`src/rtl/alu_cmd_sequencer.sv`:
```
// Initiator for a combinational N-bit ALU. Commands are issued on registered
// ALU inputs, sampled after a settle window and returned as a flagged response.
module alu_cmd_sequencer #(
  parameter int N             = 8,
  parameter int SETTLE_CYCLES = 1,
  parameter int CNT_W         = 16
) (
  input  logic             clk,
  input  logic             rst_n,
  input  logic             cmd_valid,
  output logic             cmd_ready,
  input  logic [N-1:0]     cmd_a,
  input  logic [N-1:0]     cmd_b,
  input  logic [3:0]       cmd_sel,
  output logic [N-1:0]     alu_a,
  output logic [N-1:0]     alu_b,
  output logic [3:0]       alu_sel,
  input  logic [N-1:0]     alu_sum,
  input  logic             alu_carry,
  output logic             rsp_valid,
  input  logic             rsp_ready,
  output logic [N-1:0]     rsp_result,
  output logic             rsp_carry,
  output logic             rsp_zero,
  output logic             rsp_err,
  output logic [CNT_W-1:0] op_count
);

  localparam logic [3:0]       SEL_DIV     = 4'b0011;
  localparam int               SW          = (SETTLE_CYCLES > 1) ? $clog2(SETTLE_CYCLES) : 1;
  localparam logic [SW-1:0]    SETTLE_LOAD = SW'(SETTLE_CYCLES - 1);
  localparam logic [SW-1:0]    SETTLE_ZERO = SW'(0);
  localparam logic [SW-1:0]    SETTLE_ONE  = SW'(1);
  localparam logic [CNT_W-1:0] CNT_ONE     = CNT_W'(1);

  typedef enum logic [1:0] {
    IDLE = 2'd0,
    EXEC = 2'd1,
    RESP = 2'd2
  } state_t;

  state_t        state_r;
  logic [SW-1:0] settle_r;
  logic          trap_r;

  function automatic logic is_div_zero(input logic [3:0] sel, input logic [N-1:0] b);
    return (sel == SEL_DIV) && (b == {N{1'b0}});
  endfunction

  // Command/response FSM; a trapped divide skips the settle window but still
  // spends one cycle in EXEC so its response timing matches a one-cycle settle.
  always_ff @(posedge clk or negedge rst_n) begin
    if (!rst_n) begin
      state_r    <= IDLE;
      settle_r   <= SETTLE_ZERO;
      trap_r     <= 1'b0;
      cmd_ready  <= 1'b1;
      rsp_valid  <= 1'b0;
      alu_a      <= {N{1'b0}};
      alu_b      <= {N{1'b0}};
      alu_sel    <= 4'b0000;
      rsp_result <= {N{1'b0}};
      rsp_carry  <= 1'b0;
      rsp_zero   <= 1'b0;
      rsp_err    <= 1'b0;
      op_count   <= {CNT_W{1'b0}};
    end else begin
      case (state_r)
        IDLE: begin
          if (cmd_valid) begin
            if (is_div_zero(cmd_sel, cmd_b)) begin
              trap_r   <= 1'b1;
              settle_r <= SETTLE_ZERO;
            end else begin
              trap_r   <= 1'b0;
              settle_r <= SETTLE_LOAD;
              alu_a    <= cmd_a;
              alu_b    <= cmd_b;
              alu_sel  <= cmd_sel;
            end
            state_r   <= EXEC;
            cmd_ready <= 1'b0;
          end
        end
        EXEC: begin
          if (settle_r == SETTLE_ZERO) begin
            if (trap_r) begin
              rsp_result <= {N{1'b1}};
              rsp_carry  <= 1'b0;
              rsp_zero   <= 1'b0;
              rsp_err    <= 1'b1;
            end else begin
              rsp_result <= alu_sum;
              rsp_carry  <= alu_carry;
              rsp_zero   <= (alu_sum == {N{1'b0}});
              rsp_err    <= 1'b0;
            end
            state_r   <= RESP;
            rsp_valid <= 1'b1;
          end else begin
            settle_r <= settle_r - SETTLE_ONE;
          end
        end
        RESP: begin
          if (rsp_ready) begin
            op_count  <= op_count + CNT_ONE;
            state_r   <= IDLE;
            rsp_valid <= 1'b0;
            cmd_ready <= 1'b1;
          end
        end
        default: begin
          state_r   <= IDLE;
          rsp_valid <= 1'b0;
          cmd_ready <= 1'b1;
        end
      endcase
    end
  end

endmodule

```
`config.mk`:
```
export PLATFORM = sky130hd
export DESIGN_NAME = alu_cmd_sequencer
export DESIGN_NICKNAME = d
export VERILOG_FILES = /design/src/rtl/alu_cmd_sequencer.sv
export SDC_FILE = /design/constraint.sdc
export NUM_CORES = 1
export LEC_CHECK = 0
export ABC_AREA = 1
export CAP_MARGIN = 0
export CORE_MARGIN = 4
export CORE_UTILIZATION = 60
export CTS_BUF_LIST = sky130_fd_sc_hd__clkbuf_16
export DETAILED_ROUTE_END_ITERATION = 10
export DONT_BUFFER_PORTS = 1
export GPL_TIMING_DRIVEN = 0
export PLACE_DENSITY = 0.76
export SYNTH_ARGS = -nofsm -noshare
export SYNTH_HDL_FRONTEND = slang
export SYNTH_SLANG_ARGS = --single-unit
```
`constraint.sdc`:
```
create_clock -name clk -period 2.3 [get_ports clk]
set_input_delay 0.23 -clock clk [delete_from_list [all_inputs] [get_ports clk]]
set_output_delay 0.23 -clock clk [all_outputs]
set_load 0.01 [all_outputs]
```
# Word-level counts from Yosys, hierarchy flattened
# Index checks and enable logic that the tools add are counted.
# W data, S select, Z words.
[op_classes] n_addsub=2 eq_ne=6 muxes=17 n_bitwise=4 reduce_logical=13
[op_table] operator="$add A16 B1 Y16 const B" n=1
[op_table] operator="$logic_not A8 Y1" n=2
[op_table] operator="$reduce_and A3 Y1" n=4
[op_table] operator="$mux W1" n=9
[op_table] operator="$mux W8" n=1
[op_table] operator="$reduce_and A2 Y1" n=4
[op_table] operator="$mux W2" n=3
[op_table] operator="$ne A2 B2 Y1 const B" n=3
[op_table] operator="$pmux W1 S3" n=2
[op_table] operator="$pmux W2 S3" n=1
[op_table] operator="$eq A4 B2 Y1 const B" n=1
[op_table] operator="$not A1 Y1" n=4
[op_table] operator="$eq A2 B1 Y1 const B" n=1
[op_table] operator="$eq A2 B2 Y1 const B" n=1
[op_table] operator="$logic_not A2 Y1" n=1
[op_table] operator="$pmux W1 S2" n=1
[op_table] operator="$reduce_bool A2 Y1" n=1
[op_table] operator="$logic_and A1 B1 Y1" n=1
[op_table] operator="$sub A1 B1 Y1 const B" n=1
[totals] ff_bits=53 inputBits=33 out_inout_bits=49

# Depth between registers and ports, before layout
# Gate-level depths: netlist of run 1.
[depth] ltp_word=4 mapped_depth=8 ltp_nobuf=7

# Least setup slack after synthesis of run 1
# OpenSTA, ideal clock, no wires.
[synth_timing] path_type="register -> register" startpoint="reg op_count[0]" endpoint="reg op_count[8]" setup_time_ps=120 arrival_ps=1147 required_ps=2180 setup_slack_ps=1032 path_stages_with_launch=7 period_less_slack_ps=1268 path_cell_list="dfrtp_1 -> ha_1 -> nand3_1 -> nor2_4 -> nand2_4 -> o21ai_1 -> nand2_1"
[synth_between] elab_chain_cells=1
[synth_rtl] item="start, declared" line_no="26" text="output logic [CNT_W-1:0] op_count"
[synth_rtl] item="start signal, assigned" line_no="66" text="op_count <= {CNT_W{1'b0}};"
[synth_rtl] item="start signal, assigned" line_no="106" text="op_count <= op_count + CNT_ONE;"
[synth_rtl] item="$add A16 B1 Y16" line_no="106"
# No other way between the ends.
# A chain may end at the register's enable or synchronous reset.

# Worst setup path in the final report of run 1
[layout_timing] startpoint="reg op_count[2]" endpoint="reg op_count[13]"
# The elaborated chain is that of the path after synthesis.

==> results.txt, run 1 <==
----------------------------------------------------
[Outcome]
  Status ... finished clean

[Clock network]
  Buffer levels on the longest clock path ... 2
  TritonCTS clock tree ... yes
  Root buffer selected by CTS ... clkbuf_16
  Total setup buffers inserted after CTS ... 0
  Clock latency on the worst-skew pair ... between 200 and 300 ps
  Clock slew seen by the registers of the worst setup and hold paths ... 70 ps
  Sinks on Clock Net ... 52
  Number of buffers inserted during clock tree synthesis ... 5
  Number of H-tree levels ... 2

[Yosys]
  FFs w/ async S/R, synth ... 1.00
  Most used DFF post-synth ... dfrtp_1
  Proportion of synthesized chip area in sequential cells ... 0.559
  Syn_nets ... slightly below 300
  Post-Synthesis Cell Area ... roughly 2300 µm²
  Main combinational cell family by area after synthesis ... simple AND/OR/NAND/NOR gates
  Commonest cells in the netlist ... nand2_1 (78), dfrtp_1 (51), nor2_1 (32)
  Gate Count Post-Synth ... ~260
  Area fraction in and, or, nand and nor cells after synthesis ... 0.309
  EDFF count, synth ... 0
  Count of synthesis-stage warnings from yosys ... 0
  Synthesized-area fraction occupied by adder cells ... 0.00537
  Synth Area in Compound Gates ... 0.0339
  Distinct cell type count of the synthesized netlist ... 27
  Biggest area contributors in the synthesized netlist ... dfrtp_1 (55%), nand2_1 (13%), nand3_1 (6.2%)
  Area share of the leading cell type in the synthesized netlist ... 0.548
  Parity-gate share of the synthesized area counting xor and xnor cells ... 0.0339
  Number of synthesized register bits ... 52
  Share of cell area taken by muxes after synthesis ... 0
  Post-synthesis average cell area ... just under 9 µm²
  Cell type contributing the most total cell area after synthesis ... dfrtp_1
  Top-count cell post-synth ... nand2_1

[Die]
  Die width ... about 70 µm
  Die H ... 70.3 µm
  Floorplan Core Area ... 3720 µm²
  I/O pin count ... between 80 and 90
  Floorplan die area ... around 5000 µm²
  Initial cell density of the core ... 0.627
  Standard-cell row count ... 22

[Route]
  Number of nets still failing antenna checks after routing ... 0
  Final routed wire length divided by cell count ... roughly 16 µm
  Count of routing violations after the opening detailed-route iteration ... approximately 170
  DRC viols ... 0
  Wire length reported by the detailed router ... 5080 µm
  Via density per instance ... 5.43
  Via total after detailed routing ... roughly 1,700
  First-pass DRT Iterations ... 4

[Global routing]
  Global-route met2 utilization ... 0.349
  Grt met1 use ... 0.258
  Total routing resource utilization after global routing ... 0.220
  Remaining Overflow, GRT ... 0
  Global route hottest layer ... met2
  Global-route track usage on met3 ... 0.0978
  Vias in the first global route ... roughly 1,800
  Maximum number of pins on one net before global-route repair ... 53
  Initial antenna violation count ... 0
  First-pass GRT wire length ... 8650 µm

[Power and ir drop]
  Leakage power total ... about 1.3 nW
  Peak ir drop on the vdd network ... about 0.00063 V
  Power Dens Cells ... 1200 nW/µm²

[STA]
  Final min period ... 1430 ps
  Final period util ... 0.623
  Hold violation total from the final report ... 0
  Transition time at the pin with the least slew margin ... ~350 ps
  Achievable clock frequency ... approximately 0.70 GHz
  Clock Skew ... slightly above 7 ps
  Final count of pins violating max slew ... 0
  Slew margin rel. ... 0.764
  Setup TNS ... 0 ps
  Unrepaired setup endpoints after global routing ... no
  Number of setup violations in the final report ... 0

[Critical path]
  Startpoint Class ... register
  Category of cells accounting for the largest share of critical-path delay ... simple AND/OR/NAND/NOR gates
  Worst Setup Path Type ... register to register
  Maximum fanout count along the critical path ... 4
  Number of buffers and inverters on the critical path ... 1
  Longest individual stage delay on the worst path ... between 400 and 500 ps
  Data required time of the critical path ... 2470 ps
  Cell with the biggest individual delay on the critical path ... dfrtp_1
  Crit. End Element ... register
  Series of cell instances along the critical path ... nand3_1 > nor3_2 > nand4_1 > nand2_1 > inv_1
  Data arrival at the endpoint of the critical path ... approximately 1600 ps

[Layout]
  Ratio of cells with drive above 1 in the final layout ... 0.106
  Antenna cell count ... 0
  Total number of nets in the final design ... 306
  Signed area change from the synthesized netlist to the final layout ... 11.2%
  Final standard cell count with taps included and fillers excluded ... 321

[Run]
  Number of violations of the max-capacitance limit ... 0

[Hold path]
  Class of the tightest hold or removal check ... primary input to register

[Placement]
  Quantity of I/O buffers inserted on ports ... 0
  GP Congestion ... roughly 0.75
  Dpl hpwl ... about 3400 µm
  Placed Cells incl. Taps ... ~310

----------------------------------------------------
[state kept, by name, indices dropped and copies added, names as in the netlist, 2 cells and up]
register and cells:
rsp_result 8, alu_b 8, op_count 16, state_r 2
alu_sel 4, alu_a 8
[stage by stage]
step | total power [mW] | setup slack (ps) | cell area (µm²) | hold WS, ps | util
finish | 3.10 | 867 | 2590 | 51.1 | 0.697
global placement | 2.24 | 933 | 2390 | -64.5 | 0.643
global route | 3.31 | 757 | 2590 | 49.8 | 0.697
detailed placement | 2.28 | 896 | 2390 | -64.4 | 0.643
floorplan | 2.10 | 1030 | 2330 | -65.6 | -
CTS | 3.12 | 887 | 2590 | 53.4 | 0.697
[routing by layer]
metal	vias to the layer above	wire length [µm]
li1	843	-
met2	82	2430
met4	0	146
met3	18	498
met5	-	0
met1	801	2010
[kinds of logic (layout without fill, tap and decap cells)]
logic type	Yosys count	count (layout)
simple gates	158	158
buf+inv	31	41
compound gates	12	12
xor+xnor	9	9
fa+ha+maj	1	1
flops	52	52
[cell type report]
class / instances / area (µm²)
fill: 291 / 1130
tap: 48 / 60.1
sequential: 52 / 1300
clock buffer: 5 / 125
inverter: 24 / 91.3
timing repair buffer: 2 / 37.5
buffer: 7 / 45.0
clock inverter: 3 / 37.5
multi-input combinational: 180 / 890
[where the power goes]
part           switching, mW  internal, mW
Combinational          0.384         0.264
Sequential             0.392          1.24
Clock                  0.317         0.506
Total                   1.09          2.01
[final timing paths]
path / endpoint / from / slack, ps / cells past startpoint
hold reg to reg: cmd_ready$_DFFE_PN1P_ / cmd_ready$_DFFE_PN1P_ / 520 / 2
min in group asynchronous: op_count[9]$_DFFE_PN0P_ / rst_n / 500 / 2
setup / recovery: op_count[13]$_DFFE_PN0P_ / op_count[2]$_DFFE_PN0P_ / 870 / 5
setup reg to reg: op_count[13]$_DFFE_PN0P_ / op_count[2]$_DFFE_PN0P_ / 870 / 5
hold / removal: state_r[1]$_DFFE_PN0P_ / rsp_ready / 50 / 1
max in group asynchronous: cmd_ready$_DFFE_PN1P_ / rst_n / 1520 / 2
[timing repair]
action	CTS	global route
resized for setup	0	0
hold endpoints to repair	52	0
hold buffers	2	0
[cell usage in the layout, fill, tap and decap left out, types with 4 or more instances in the layout]
cell / instances
o22a_1: 4
nand2_1: 78
inv_1: 22
o21ai_1: 5
clkbuf_16: 5
nand3_1: 29
buf_4: 4
nand4_1: 5
dfrtp_1: 51
xor2_1: 4
nor2_4: 4
xnor2_1: 5
nor2_1: 32
(Power assumes the default switching activity.)
==> run 2: changes to the inputs <==
CORE_UTILIZATION = 56   (was 60)
PLACE_DENSITY = 0.74   (was 0.76)
clock period = 1.24 ns   (was 2.3 ns; I/O delays follow)
==> results.txt, run 2 (synthesis results as in run 1) <==
----------------------------------------------------
[Route]
  Count of routing violations after the opening detailed-route iteration ... 134
  First-pass DRT Iterations ... 4
  Via total after detailed routing ... roughly 2,000
  DRC viols ... 0
  Wire length reported by the detailed router ... approximately 5800 µm
  Final routed wire length divided by cell count ... roughly 16 µm
  Number of nets still failing antenna checks after routing ... 0
  Via density per instance ... between 5 and 6

[STA]
  Final period util ... 1.05
  Number of setup violations in the final report ... 25
  Achievable clock frequency ... about 0.77 GHz
  Slew margin rel. ... 0.828
  Final count of pins violating max slew ... 0
  Transition time at the pin with the least slew margin ... roughly 260 ps
  Unrepaired setup endpoints after global routing ... yes
  Clock Skew ... 2.51 ps
  Final min period ... roughly 1300 ps
  WHS ... -470 ps
  Hold violation total from the final report ... 52
  Final worst setup slack ... -56.5 ps

[Layout]
  Area of all sequential standard cells ... ~1300 µm²
  Antenna cell count ... 0
  Total number of nets in the final design ... approximately 340
  Area taken by multi-input logic gates ... 1030 µm²
  Number of flip-flops in the largest register ... 16
  Commonest cells after routing, fill and taps aside ... nand2_1 (50), dfrtp_1 (43), dlygate4sd3_1 (30)
  Final standard cell count with taps included and fillers excluded ... between 300 and 400
  Most common cell after layout, fill and taps aside ... nand2_1
  Signed area change from the synthesized netlist to the final layout ... 33.5%
  Ratio of cells with drive above 1 in the final layout ... 0.258
  Final core utilization ... 0.777
  Largest reg by FF count ... op_count
  Fillcell total ... 253

[Critical path]
  Startpoint of the most critical register-to-register path ... op_count[0]$_DFFE_PN0P_
  Cell with the most instances on the worst path ... nor2_4
  Capture instance of the worst register-to-register path ... op_count[12]$_DFFE_PN0P_
  Depth of the worst register-to-register path ... 7
  Startpoint Class ... register
  Worst Setup Path Type ... register to register
  Data required time of the critical path ... between 1000 and 1500 ps
  Crit. End Element ... register
  Data arrival at the endpoint of the critical path ... about 1500 ps
  Register-to-Register Setup Slack ... -60 ps
  Maximum fanout count along the critical path ... 4
  Series of cell instances along the critical path ... ha_4 > nand3_4 > nor2_4 > nand2_4 > nor2_4 > nand3_1 > nand2_1
  Cell with the biggest individual delay on the critical path ... dfrtp_2
  Longest individual stage delay on the worst path ... roughly 470 ps

[Clock network]
  TritonCTS clock tree ... yes
  Buffer levels on the longest clock path ... 2
  Sinks on Clock Net ... 52
  Number of H-tree levels ... 2
  Number of buffers added to fix hold violations after cts ... 30
  Clock slew seen by the registers of the worst setup and hold paths ... roughly 70 ps
  Number of buffers inserted during clock tree synthesis ... 5
  Root buffer selected by CTS ... clkbuf_16
  Clock latency on the worst-skew pair ... 280 ps

[Global routing]
  Total routing resource utilization after global routing ... 0.228
  Maximum number of pins on one net before global-route repair ... 53
  Remaining Overflow, GRT ... 0
  Initial antenna violation count ... 0
  First-pass GRT wire length ... around 9400 µm
  Vias in the first global route ... between 2,000 and 2,500

[Die]
  Floorplan die area ... between 5000 and 6000 µm²
  Standard-cell row count ... 23
  I/O pin count ... between 80 and 90
  Initial cell density of the core ... 0.582
  Die width ... a little over 70 µm
  Die H ... between 70 and 80 µm
  Floorplan Core Area ... about 4000 µm²

[Placement]
  Placed Cells incl. Taps ... approximately 310
  GP Congestion ... 0.787
  Dpl hpwl ... between 3000 and 4000 µm
  Quantity of I/O buffers inserted on ports ... 0

[Outcome]
  Status ... complete, but fails checks
  Violations in the final reports ... hold timing, setup timing

[Power and ir drop]
  Peak ir drop on the vdd network ... between 0.0015 and 0.002 V
  Power Dens Cells ... approximately 2100 nW/µm²
  Leakage power total ... 1.49 nW

[Run]
  Number of violations of the max-capacitance limit ... 0

[Hold path]
  Class of the tightest hold or removal check ... primary input to async pin

----------------------------------------------------
==> run 2: cell count changes in the layout (fill, tap and decap cells not counted), sizes merged <==
cell	change
dlygate4sd3	+29
buf	+8
==> run 2: report_power, final <==
group	total, mW	switching [mW]	internal (mW)
Combinational	1.72	0.891	0.826
Sequential	3.18	0.863	2.31
Clock	1.52	0.583	0.938
==> run 2: worst max-delay path: cells and delay by family (launching register included) <==
family        cells  cell delay [ps]
simple gates      6              590
fa+ha+maj         1              180
flops             1              470
==> run 2: area by class of cell <==
| cell class | count | share of cell area |
|---|---|---|
| well taps | 50 | 0.0201 |
| multi-input cells | 180 | 0.333 |
| clock inverters | 3 | 0.0121 |
| inverters | 24 | 0.0294 |
| repair buffers | 39 | 0.123 |
| plain buffers | 7 | 0.0201 |
| flip-flops and latches | 52 | 0.422 |
| clock buffers | 5 | 0.0403 |
==> run 2: how the worst max path moves through the flow <==
stage	start	to	slack [ps]
2_1_floorplan	op_count[0]$_DFFE_PN0P_	op_count[8]$_DFFE_PN0P_	10
3_3_place_gp	op_count[0]$_DFFE_PN0P_	op_count[8]$_DFFE_PN0P_	-100
3_5_place_dp	op_count[0]$_DFFE_PN0P_	op_count[14]$_DFFE_PN0P_	-140
4_1_cts	op_count[0]$_DFFE_PN0P_	op_count[14]$_DFFE_PN0P_	-50
5_1_grt	op_count[0]$_DFFE_PN0P_	op_count[14]$_DFFE_PN0P_	-130
6_report	op_count[0]$_DFFE_PN0P_	op_count[12]$_DFFE_PN0P_	-60
==> run 2: per-layer routing <==
metal  up-vias  wire (µm)  global-route usage
met5         -          0                   0
met4         0         51              0.0574
met3         6        415              0.0665
met2        76       3030               0.391
met1       972       2330               0.284
li1        929          -                   -
==> run 2: metrics by stage <==
stage | area [µm²] | worst slack, ps | hold slack [ps] | total power, mW | TNS (ps)
2_1_floorplan | 2340 | 12.8 | -172 | 3.91 | 0
3_3_place_gp | 2400 | -97.7 | -170 | 4.17 | -440
3_5_place_dp | 2400 | -142 | -170 | 4.25 | -919
4_1_cts | 2940 | -49.9 | -473 | 5.96 | -92.4
5_1_grt | 3110 | -135 | -485 | 6.81 | -2320
6_report | 3110 | -56.5 | -470 | 6.42 | -537
==> run 2: repair_timing <==
item / in CTS / in global routing
setup buffers: 3 / 4
resized for setup: 17 / 43
endpoints found under the setup margin: 33 / 33
pin swaps: 5 / 8
gates cloned: 0 / 2
endpoints found under the hold margin: 82 / 52
==> run 3: changes to the inputs <==
CORE_MARGIN = not set   (was 4)
CORE_UTILIZATION = 60   (was 56)
PLACE_DENSITY = 0.76   (was 0.74)
clock period = 1.25 ns   (was 1.24 ns; I/O delays follow)
==> results.txt, run 3 (synthesis results as in run 1) <==
----------------------------------------------------
[Critical path]
  Startpoint Class ... register
  Data required time of the critical path ... about 1400 ps
  Data arrival at the endpoint of the critical path ... 1440 ps
  Series of cell instances along the critical path ... ha_4 > nand3_4 > nor2_2 > nand3_2 > o21ai_1 > nand2_1
  Worst Setup Path Type ... register to register
  Cell with the biggest individual delay on the critical path ... dfrtp_2
  Maximum fanout count along the critical path ... 4
  Longest individual stage delay on the worst path ... between 400 and 500 ps
  Crit. End Element ... register

[Global routing]
  Vias in the first global route ... between 2,000 and 2,500
  Total routing resource utilization after global routing ... 0.271
  First-pass GRT wire length ... ~8600 µm
  Maximum number of pins on one net before global-route repair ... 53
  Remaining Overflow, GRT ... 0
  Initial antenna violation count ... 0

[Power and ir drop]
  Reg power frac ... 0.510
  Peak ir drop on the vdd network ... 0.00129 V
  Clock network fraction of design power ... 0.218
  Total power after layout ... between 6 and 7 mW
  Switching power as a share of total power ... 0.375
  Internal Power ... around 3.8 mW
  Leakage power total ... approximately 1.5 nW
  P_sw ... roughly 2.3 mW
  Logic gate share of total power ... 0.272
  Power Dens Cells ... 2010 nW/µm²

[Placement]
  Dpl hpwl ... roughly 3200 µm
  Quantity of I/O buffers inserted on ports ... 0
  Worst setup timing slack at the placement stage ... -166 ps
  Placed Area ... approximately 2400 µm²
  GP Congestion ... between 0.7 and 0.8
  Placed Cells incl. Taps ... roughly 310

[STA]
  Number of setup violations in the final report ... 5
  Final count of pins violating max slew ... 0
  Clock Skew ... between 7 and 8 ps
  Final worst setup slack ... -14.1 ps
  Final min period ... roughly 1300 ps
  Slew margin rel. ... 0.799
  Final period util ... 1.01
  Setup TNS ... -35.9 ps
  Unrepaired setup endpoints after global routing ... yes
  Transition time at the pin with the least slew margin ... 299 ps
  Hold violation total from the final report ... 52
  Achievable clock frequency ... about 0.79 GHz
  WHS ... -476 ps

[Layout]
  Largest reg by FF count ... op_count
  Total number of nets in the final design ... 340
  Signed area change from the synthesized netlist to the final layout ... 30.4%
  Antenna cell count ... 0
  Final design area excluding fillers ... around 3000 µm²
  Commonest cells after routing, fill and taps aside ... nand2_1 (57), dfrtp_1 (42), dlygate4sd3_1 (30)
  Fillcell total ... approximately 230
  Most common cell after layout, fill and taps aside ... nand2_1
  Final standard cell count with taps included and fillers excluded ... approximately 360
  Number of flip-flops in the largest register ... 16
  Ratio of cells with drive above 1 in the final layout ... 0.235
  Final core utilization ... 0.823

[Route]
  Via total after detailed routing ... 1,975
  First-pass DRT Iterations ... 5
  Via density per instance ... about 5.6
  Final routed wire length divided by cell count ... approximately 15 µm
  DRC viols ... 0
  Wire length reported by the detailed router ... ~5300 µm
  Number of nets still failing antenna checks after routing ... 0
  Count of routing violations after the opening detailed-route iteration ... ~160

[Clock network]
  Buffer levels on the longest clock path ... 2
  TritonCTS clock tree ... yes
  Clock latency on the worst-skew pair ... 290 ps
  Sinks on Clock Net ... 52
  Number of buffers inserted during clock tree synthesis ... 5
  Root buffer selected by CTS ... clkbuf_16
  Clock slew seen by the registers of the worst setup and hold paths ... 70 ps
  Number of H-tree levels ... 2

[Run]
  Number of violations of the max-capacitance limit ... 0

[Die]
  Initial cell density of the core ... 0.631
  Floorplan Core Area ... ~3700 µm²
  I/O pin count ... just over 80
  Standard-cell row count ... 22
  Die H ... approximately 64 µm
  Die width ... roughly 64 µm
  Floorplan die area ... approximately 4100 µm²

[Outcome]
  Violations in the final reports ... hold timing, setup timing
  Status ... complete, but fails checks

[Hold path]
  Class of the tightest hold or removal check ... primary input to async pin

----------------------------------------------------
-- run 3: timing repair --
| action | 4_1_cts | 5_1_grt |
|---|---|---|
| endpoints found under the setup margin | 29 | 41 |
| hold endpoints to repair | 81 | 53 |
| hold buffers | 29 | 1 |
| pin swaps | 5 | 9 |
| gates cloned | 0 | 2 |
| resized for setup | 11 | 44 |
| setup buffers | 3 | 1 |
-- run 3: worst paths after layout --
check | slack (ps) | to | depth (start not counted) | from
hold reg to reg | 540 | op_count[4]$_DFFE_PN0P_ | 1 | op_count[4]$_DFFE_PN0P_
setup reg to reg | -10 | op_count[14]$_DFFE_PN0P_ | 6 | op_count[1]$_DFFE_PN0P_
max in group asynchronous | 1540 | cmd_ready$_DFFE_PN1P_ | 0 | rst_n
min in group clk | 20 | rsp_zero$_DFFE_PN0N_ | 3 | alu_sum[3]
hold / removal | -480 | rsp_result[3]$_DFFE_PN0N_ | 0 | rst_n
setup / recovery | -10 | op_count[14]$_DFFE_PN0P_ | 6 | op_count[1]$_DFFE_PN0P_
-- run 3: final cells by class --
class	instances	area, µm²	area share
tap	48	60.1	0.0198
clock inverter	3	17.5	0.00577
sequential	52	1310	0.433
multi-input combinational	180	1010	0.331
clock buffer	5	125	0.0412
inverter	24	93.8	0.0309
timing repair buffer	36	353	0.116
buffer	7	66.3	0.0218
-- run 3: routing by layer --
metal	share of wire	wire (µm)	GRT usage
met1	0.40	2100	0.305
met2	0.51	2730	0.462
met3	0.071	375	0.105
met4	0.020	105	0.103
met5	0	0	0
-- run 3: power by group through the flow --
| stage | clock network, mW | registers, mW | logic (mW) |
|---|---|---|---|
| after floorplan | 0 | 2.89 | 0.974 |
| after global placement | 0 | 3.00 | 1.10 |
| after CTS | 1.34 | 3.05 | 1.32 |
| final | 1.33 | 3.11 | 1.66 |
| after detailed placement | 0 | 3.02 | 1.18 |
| after global routing | 1.40 | 3.18 | 1.85 |
-- run 3: worst max-delay path: cells and delay by family (launching register included) --
family | cells | cell delay, ps
AO/OA/AOI/OAI | 1 | 130
AND/OR/NAND/NOR | 4 | 380
flip-flops | 1 | 460
adder cells (fa/ha/maj) | 1 | 170
